==> src/rtl/mul32_arbiter.sv <==
// Two-requester round-robin front end for a LAT-stage 32x32 multiplier; grant is combinational,
// response arrives LAT+2 cycles after the handshake with no response backpressure.
module mul32_arbiter #(
  parameter int LAT = 4
) (
  input  logic        clk,
  input  logic        rst,
  input  logic        en,
  input  logic        req0_valid,
  input  logic        req1_valid,
  input  logic [31:0] req0_a,
  input  logic [31:0] req0_b,
  input  logic [31:0] req1_a,
  input  logic [31:0] req1_b,
  output logic        req0_ready,
  output logic        req1_ready,
  output logic [31:0] mul_a,
  output logic [31:0] mul_b,
  output logic        mul_in_valid,
  input  logic [63:0] mul_p,
  output logic [63:0] resp_p,
  output logic        resp0_valid,
  output logic        resp1_valid,
  output logic        busy,
  output logic [31:0] ops_count
);

  logic           last_grant_q, last_grant_d;
  logic           gnt0, gnt1, hs;
  logic [31:0]    mul_a_q, mul_a_d, mul_b_q, mul_b_d;
  logic           mul_vld_q, mul_id_q, mul_id_d;
  logic [LAT-1:0] tag_vld_q, tag_id_q;
  logic [63:0]    resp_p_q, resp_p_d;
  logic           resp0_vld_q, resp1_vld_q;
  logic [31:0]    ops_count_q, ops_count_d;

  // last_grant_q == 1 means requester 0 has priority on contention; gating
  // with rst keeps both readies low while reset is held.
  assign gnt0 = rst & en & req0_valid & (~req1_valid | last_grant_q);
  assign gnt1 = rst & en & req1_valid & (~req0_valid | ~last_grant_q);
  assign hs   = gnt0 | gnt1;

  always_comb begin
    last_grant_d = last_grant_q;
    mul_a_d      = mul_a_q;
    mul_b_d      = mul_b_q;
    mul_id_d     = mul_id_q;
    resp_p_d     = resp_p_q;
    ops_count_d  = ops_count_q + {31'd0, hs};
    if (hs) begin
      last_grant_d = gnt1;
      mul_id_d     = gnt1;
      mul_a_d      = gnt1 ? req1_a : req0_a;
      mul_b_d      = gnt1 ? req1_b : req0_b;
    end
    if (tag_vld_q[LAT-1]) begin
      resp_p_d = mul_p;
    end
  end

  always_ff @(posedge clk or negedge rst) begin
    if (!rst) begin
      last_grant_q <= 1'b1;
      mul_a_q      <= '0;
      mul_b_q      <= '0;
      mul_vld_q    <= 1'b0;
      mul_id_q     <= 1'b0;
      tag_vld_q    <= '0;
      tag_id_q     <= '0;
      resp_p_q     <= '0;
      resp0_vld_q  <= 1'b0;
      resp1_vld_q  <= 1'b0;
      ops_count_q  <= '0;
    end else begin
      last_grant_q <= last_grant_d;
      mul_a_q      <= mul_a_d;
      mul_b_q      <= mul_b_d;
      mul_vld_q    <= hs;
      mul_id_q     <= mul_id_d;
      tag_vld_q[0] <= mul_vld_q;
      tag_id_q[0]  <= mul_id_q;
      for (int i = 1; i < LAT; i++) begin
        tag_vld_q[i] <= tag_vld_q[i-1];
        tag_id_q[i]  <= tag_id_q[i-1];
      end
      resp_p_q    <= resp_p_d;
      resp0_vld_q <= tag_vld_q[LAT-1] & ~tag_id_q[LAT-1];
      resp1_vld_q <= tag_vld_q[LAT-1] &  tag_id_q[LAT-1];
      ops_count_q <= ops_count_d;
    end
  end

  assign req0_ready   = gnt0;
  assign req1_ready   = gnt1;
  assign mul_a        = mul_a_q;
  assign mul_b        = mul_b_q;
  assign mul_in_valid = mul_vld_q;
  assign resp_p       = resp_p_q;
  assign resp0_valid  = resp0_vld_q;
  assign resp1_valid  = resp1_vld_q;
  assign busy         = mul_vld_q | (|tag_vld_q) | resp0_vld_q | resp1_vld_q;
  assign ops_count    = ops_count_q;

endmodule

==> config.mk <==
export PLATFORM = sky130hd
export DESIGN_NAME = mul32_arbiter
export DESIGN_NICKNAME = d
export VERILOG_FILES = /design/src/rtl/mul32_arbiter.sv
export SDC_FILE = /design/constraint.sdc
export NUM_CORES = 1
export LEC_CHECK = 0
export ABC_AREA = 1
export CAP_MARGIN = 20
export CORE_AREA = 2 2 140 142
export CTS_CLUSTER_SIZE = 12
export DETAILED_ROUTE_END_ITERATION = 16
export DIE_AREA = 0 0 142 144
export PLACE_DENSITY = 0.82
export SYNTH_ARGS = -nofsm -noshare
export SYNTH_HDL_FRONTEND = slang
export SYNTH_SLANG_ARGS = --single-unit
==> constraint.sdc <==
create_clock -name clk -period 2.3 [get_ports clk]
set_input_delay 0.46 -clock clk [delete_from_list [all_inputs] [get_ports clk]]
set_output_delay 0.46 -clock clk [all_outputs]
set_load 0.005 [all_outputs]
; ---- After elaboration in Yosys (flattened, before gate mapping)
; Cells that the tools add are included.
[word_totals]
word_cells = 32
regBits = 173
in_bits = 197
out_inout_bits = 166
[op_classes]
muxes = 2
n_reduce_logical = 1
addsub = 1
bitwise_logic = 17
[ops]
columns = op, n
row1 = 2-to-1 mux 32 bit, 2
row2 = adder 32 x 1 -> 32 bit, 1
row3 = AND 1 bit, 7
row4 = bitwise OR 1 bit, 6
row5 = NOT 1 bit, 4
row6 = OR reduction 4 bit, 1

; ---- Depth between registers and ports, before layout
; Gate-level depths: netlist of run 1.
[depth]
depth_word = 5
mapped_depth = 15
depth_no_buf = 14

; ---- Worst setup path after synthesis of run 1
; No wires, ideal clock.
[synth_timing]
path_type = input to register
from = input port req0_valid
to = register ops_count_q[24], in the netlist ops_count[24]
setup_time_ns = 0.117
arrival_ns = 2.004
path_buffers = 1
stages = 15
t_required_ns = 2.183
slack_ns = 0.180
cell_sequence = nand2_1 nand2_1 nor2_2 inv_2 nand2_1 buf_2 ha_1 ha_1 nand2_1 nor2_2 nand2_1 nor2_2 nand2_1 nand2_1 nand2_1
[synth_via]
elab_chain_cells = 5
word_cells_on_any_way = 7
classes_between = add/sub: 1 / bitwise: 6
[synth_lines]
columns = item, line_no
row1 = "start, declared", 9  ; input logic req0_valid,
row2 = NOT 1 bit, 40  ; assign gnt1 = rst & en & req1_valid & (~req0_valid | ~last_grant_q);
row3 = bitwise OR 1 bit, 40
row4 = AND 1 bit, 40
row5 = bitwise OR 1 bit (*), 41  ; assign hs = gnt0 | gnt1;
row6 = named net hs, 29  ; logic gnt0, gnt1, hs;
row7 = adder 32 x 1 -> 32 bit (*), 49  ; ops_count_d = ops_count_q + {31'd0, hs};
row8 = named net ops_count_d[24], 35  ; logic [31:0] ops_count_q, ops_count_d;
row9 = "end signal, assigned", 89  ; ops_count_q <= ops_count_d;
row10 = "end, declared", 35
; Mark *: on every way through the listed nets, which the timed path passes. The rest lies on a longest branch.
; A chain may end at the register's enable or synchronous reset.

; ---- Worst setup path after layout of run 1
[layout_timing]
from = input port en
to = register ops_count_q[24], in the netlist ops_count[24]
[layout_via]
elab_chain_cells = 5
word_cells_on_any_way = 7
classes_between = add/sub: 1 / bitwise: 6
[layout_lines]
columns = item, line_no
row1 = "start, declared", 8  ; input logic en,
row2 = AND 1 bit (*), "39, 40"
row3 = "AND 1 bit, on equally long branches (2 in series)", "39, 40"
row4 = bitwise OR 1 bit (*), 41
row5 = adder 32 x 1 -> 32 bit (*), 49
row6 = named net ops_count_d[24], 35
; Marks and branches as above.

==> results of run 1 <==
## through the flow
step	hold slack [ps]	util	worst slack (ps)	total power, mW
global placement	336.5	0.6103	-331.7	6.642
detailed placement	338.5	0.6103	-376.3	6.708
global route	288.8	0.6416	-38.81	10.05
floorplan	164.4	-	179.7	4.827
CTS	322.7	0.6415	131.6	9.618
finish	253.9	0.6417	106.8	9.490
## synthesized netlist by cell type
cell        n  area [um^2]
buf_1       5        18.77
buf_2      23        115.1
buf_4      13        97.59
clkbuf_1    8        30.03
dfrtp_1   172         4304
dfstp_2     1        26.28
ha_1        2        25.02
inv_1      23        86.33
inv_2       2        7.510
nand2_1   617         2316
nand2_2     1        6.260
nand3_1    71        355.3
nand3b_1    8        60.06
nor2_1     37        138.9
nor2_2      8        50.05
nor2_4      1        11.26
nor3_1      1        5.000
nor4_1      1        6.260
o21ai_2     1        8.760
xnor2_1     4        35.03
xor2_1     11        96.34
## registers in the layout, summed over array words and instances (netlist names)
register,count
last_grant_q,1
mul_a,32
mul_b,32
mul_id_q,1
mul_in_valid,1
ops_count,32
resp0_valid,1
resp1_valid,1
resp_p,64
tag_id_q,4
tag_vld_q,4
## final cells by class
class,instances,area (um^2),area share
Sequential cell,173,4332,0.3538
Timing Repair Buffer,379,3787,0.3093
Antenna cell,2,5.005,0.0004087
Tap cell,238,297.8,0.02432
Multi-Input combinational cell,763,3139,0.2564
Clock buffer,20,456.7,0.03730
Clock inverter,12,131.4,0.01073
Inverter,25,95.09,0.007766
## logic make-up (layout without fill, tap and decap cells)
kind of cell,count (synthesis),in the layout,synth area share
buf+inv,74,436,0.04556
other cells,0,2,0
simple gates,745,745,0.3781
xor+xnor,15,15,0.01684
fa+ha+maj,2,2,0.003208
compound gates,1,1,0.001123
flops,173,173,0.5552
## cell usage in the layout (no fill, tap or decap), drive strengths merged, types with 4 or more instances in the layout
cell	instances
buf	18
clkbuf	20
clkdlybuf4s50	359
clkinv	5
clkinvlp	4
dfrtp	172
inv	27
nand2	618
nand3	71
nand3b	8
nor2	46
xnor2	4
xor2	11
## worst paths after layout
kind / endpoint
setup / recovery: ops_count[24]
min in group clk: tag_id_q[1]
setup reg to reg: ops_count[24]
max in group asynchronous: tag_vld_q[3]
hold reg to reg: tag_id_q[1]
hold / removal: mul_id_q
## worst max-delay path, cell delays in order
cell             delay, ps
clkdlybuf4s50_1        470
nand2_2                100
nor2_4                 140
o21ai_4                 70
nand2_2                 90
ha_1                   170
ha_1                   180
nand2_1                 70
nor2_2                 130
nand2_1                160
nor2_2                 270
nand2_1                 80
nand2_1                 70
nand2_1                 50
## report_power, final
part | internal (mW) | switching (mW)
clock network | 1.58 | 1.27
registers | 3.66 | 0.369
logic | 1.61 | 1.00
total | 6.85 | 2.64
## what timing repair did
action | 4_1_cts | 5_1_grt
endpoints found under the setup margin | 2 | 3
gates resized for setup | 5 | 0
pin swaps | 2 | 0
buffers inserted | 0 | 0
## layer usage
layer	track usage	vias up	routed length (um)
met2	0.3944	335	11750
met3	0.09205	45	2375
met4	0.08053	0	605
li1	-	3780	-
met5	0	-	0
met1	0.2690	3574	9596
==> impl_metrics.yaml, run 1 <==
run_status:
  status: "finished, final reports clean"
floorplan:
  num_rows: 51
  fp.dieW_um: 142
  coreArea_um2: 19080
  start_util: 0.4088
  die_area_um2: 20450
  die_height_um: 144
  pin_count: 363
cts:
  clock_latency_ps: 420
  clk_pin_slew_worst_paths_ps: 70
  cts_hold_buffers: 0
  clock_tree.htree_level_count: 4
  clock_sinks: 173
  clockBufferDepth: 2
  ctsRootBufferMaster: "clkbuf_16"
  cts_inserted_buffers: 17
  cts_tree: "built"
sta:
  finalMaxSlewViolations: 0
  slew_headroom: 0.5185
  fmax_mhz: 456.0
  worst_pin_slew_ps: 722.2
  setup_viol: 0
  period_share: 0.9536
  fin_setup_tns_ps: 0
  finClkSkew_ps: 10.68
  rsz0062_at_grt: "true"
  fin_crit_ps: 2193
  hold_viol_final: 0
critical_path:
  crit_fanout: 5
  reg2reg_from: "last_grant_q"
  reg2reg_slack_ps: 250
  arrival_ps: 2500
  startpoint: "en"
  end_kind: "register"
  required_ps: 2610
  reg2reg_depth: 14
  path_class: "in2reg"
  startpoint_type: "primary input"
finish:
  fin_area_um2: 12240
  drive_gt1_frac: 0.04956
  fin_nets: 1558
  final_cells: 1612
  fillers: 1600
  area_growth_pct: 56.98
detailed_routing:
  drc: 0
  drt_wl_total_um: 24330
  via_per_inst: 4.798
  wl_per_cell_um: 15.09
  first_iter_violations: 363
  ant_nets: 0
  dr.pass1.iters: 4
  via_count: 7734
synth:
  yosys.cell_types.count: 21
  yosysWarnings: 0
  synth_area_per_cell_um2: 7.723
  syn-num-nets: 1209
  syn-cell-area_um2: 7800
  synth_seq_cells: 173
  syn_inst: 1010
  ys_seq_area_frac: 0.5552
global_route:
  grt_pass1_wl_um: 37500
  grt-ovfl-total: 0
  grt_max_degree: 130
  grt_util_all_layers: 0.2326
  grt_pass1_vias: 7440
  antenna_found_initial: 1
place:
  portBuffers: 362
  placed_cell_area_um2: 11640
  hpwlAfterDp_um: 17230
  place_inst: 1578
  place.gp.congestion: 0.8658
power:
  ir_drop_mv: 0.4902
  power.density_nw_per_um2: 775.0
  p_leak_nw: 5.999
min_path:
  hp-class: "in2async"
flow_run:
  max-cap-violations: 0
(Power assumes the default switching activity.)
==> inputs of run 2 (changes only) <==
--- a/config.mk
+++ b/config.mk
@@ -15,3 +15,4 @@
 export SYNTH_ARGS = -nofsm -noshare
 export SYNTH_HDL_FRONTEND = slang
 export SYNTH_SLANG_ARGS = --single-unit
+export TNS_END_PERCENT = 100
==> results of run 2 <==
No change in the layout: final DEF, timing and power equal those of run 1.
==> inputs of run 3 (changes only) <==
--- a/config.mk
+++ b/config.mk
@@ -12,6 +12,7 @@
 export DETAILED_ROUTE_END_ITERATION = 16
 export DIE_AREA = 0 0 142 144
 export PLACE_DENSITY = 0.82
+export SKIP_CTS_REPAIR_TIMING = 1
 export SYNTH_ARGS = -nofsm -noshare
 export SYNTH_HDL_FRONTEND = slang
 export SYNTH_SLANG_ARGS = --single-unit
==> impl_metrics.yaml, run 3 (synthesized netlist as in run 1, its figures left out) <==
detailed_routing:
  ant_nets: 0
  wl_per_cell_um: 15.14
  first_iter_violations: 366
  via_count: 7749
  drc: 0
  drt_wl_total_um: 24410
  via_per_inst: 4.807
  dr.pass1.iters: 5
critical_path:
  path_class: "in2reg"
  required_ps: 2610
  cp_cell_sequence: "clkdlybuf4s50_1 -> nand2_2 -> nor2_4 -> o21ai_4 -> nand2_2 -> ha_1 -> ha_1 -> nand2_1 -> nor2_2 -> nand2_1 -> nor2_2 -> nand2_1 -> nand2_1 -> nand2_1"
  critPathSlowestCell: "clkdlybuf4s50_1"
  startpoint_type: "primary input"
  crit_fanout: 5
  cp_common_cell: "nand2_1"
  critical-path-max-stage-delay_ps: 470
  end_kind: "register"
  arrival_ps: 2500
cts:
  clk_pin_slew_worst_paths_ps: 70
  cts_tree: "built"
  clockBufferDepth: 2
  clock_sinks: 173
  ctsRootBufferMaster: "clkbuf_16"
  cts_inserted_buffers: 17
  clock_latency_ps: 420
  clock_tree.htree_level_count: 4
finish:
  final_cells: 1612
  fillers: 1598
  fin_util: 0.6421
  fin_nets: 1558
  fin_area_um2: 12250
  area_growth_pct: 57.07
  final_common_cell: "nand2_1"
  final_cell_mix: "615 x nand2_1, 359 x clkdlybuf4s50_1, 171 x dfrtp_1, 71 x nand3_1, 36 x nor2_1"
  drive_gt1_frac: 0.04956
  largest_reg_flops: 64
sta:
  worst_pin_slew_ps: 731.3
  rsz0062_at_grt: "true"
  finalMaxSlewViolations: 0
  hold_viol_final: 0
  fin_setup_tns_ps: 0
  finClkSkew_ps: 10.82
  setup_viol: 0
  timing.hold.ws_ps: 250.4
  fmax_mhz: 456.7
  period_share: 0.9520
  slew_headroom: 0.5125
  fin_crit_ps: 2190
  setup_ws_ps: 110.5
run_status:
  status: "finished, final reports clean"
global_route:
  antenna_found_initial: 1
  gr-usage-met1: 0.2690
  met2_usage: 0.3941
  grt_pass1_vias: 7439
  grt_pass1_wl_um: 37490
  top_usage_layer: "met2"
  grt-ovfl-total: 0
  use_met3: 0.09205
  grt_max_degree: 130
  grt_util_all_layers: 0.2325
power:
  p_int_mw: 6.848
  switching_share: 0.2793
  p_leak_nw: 6.025
  sequentialPowerShare: 0.424
  power.density_nw_per_um2: 775.6
  p_sw_mw: 2.654
  power_mw: 9.503
  clkPwrFrac: 0.301
  ir_drop_mv: 0.4963
  combPwrFrac: 0.275
floorplan:
  pin_count: 363
  coreArea_um2: 19080
  die_area_um2: 20450
  fp.dieW_um: 142
  die_height_um: 144
  num_rows: 51
  start_util: 0.4088
place:
  placed_cell_area_um2: 11640
  portBuffers: 362
  place_inst: 1578
  hpwlAfterDp_um: 17230
  place_ws_ps: -376.3
  place.gp.congestion: 0.8658
flow_run:
  max-cap-violations: 0
min_path:
  hp-class: "in2async"
==> run 3: changes by cell type in the layout (fill, tap and decap cells not counted) <==
cell / delta
dlymetal6s2s_1: +2
dlygate4sd2_1: -2
==> run 3: worst max-delay path, delay by kind of cell <==
kind	cells	cell delay [ps]
AO/OA/AOI/OAI	1	70
adder cells (fa/ha/maj)	2	350
buffers and inverters	1	470
AND/OR/NAND/NOR	10	1160
==> run 3: area by class of cell <==
type	count	area, um^2	area share
tap	238	297.8	0.02431
antenna	2	5.005	0.0004085
clock inverter	12	131.4	0.01072
clock buffer	20	456.7	0.03728
sequential	173	4332	0.3536
timing repair buffer	379	3795	0.3097
multi-input combinational	763	3139	0.2562
inverter	25	95.09	0.007761
==> run 3: power groups by stage <==
| stage | registers, mW | clock network (mW) | logic, mW |
|---|---|---|---|
| after floorplan | 4.09 | 0 | 0.735 |
| after global placement | 4.06 | 0 | 2.58 |
| after detailed placement | 4.07 | 0 | 2.64 |
| after CTS | 4.03 | 2.94 | 2.65 |
| after global routing | 4.11 | 3.07 | 2.87 |
| final | 4.03 | 2.86 | 2.61 |
==> run 3: final timing paths <==
path                              start            end  slack [ps]  cells after the start
setup reg to reg           last_grant_q  ops_count[24]         250                     14
max in group asynchronous           rst   tag_vld_q[3]        1470                      3
hold reg to reg             tag_id_q[0]    tag_id_q[1]         340                      0
hold / removal                      rst       mul_id_q         250                      3
setup / recovery                     en  ops_count[24]         110                     14
min in group clk            tag_id_q[0]    tag_id_q[1]         340                      0
==> run 3: metal layers <==
layer,up-vias,wire length [um]
li1,3780,-
met1,3595,9788
met2,330,11740
met3,44,2297
met4,0,584
met5,-,0
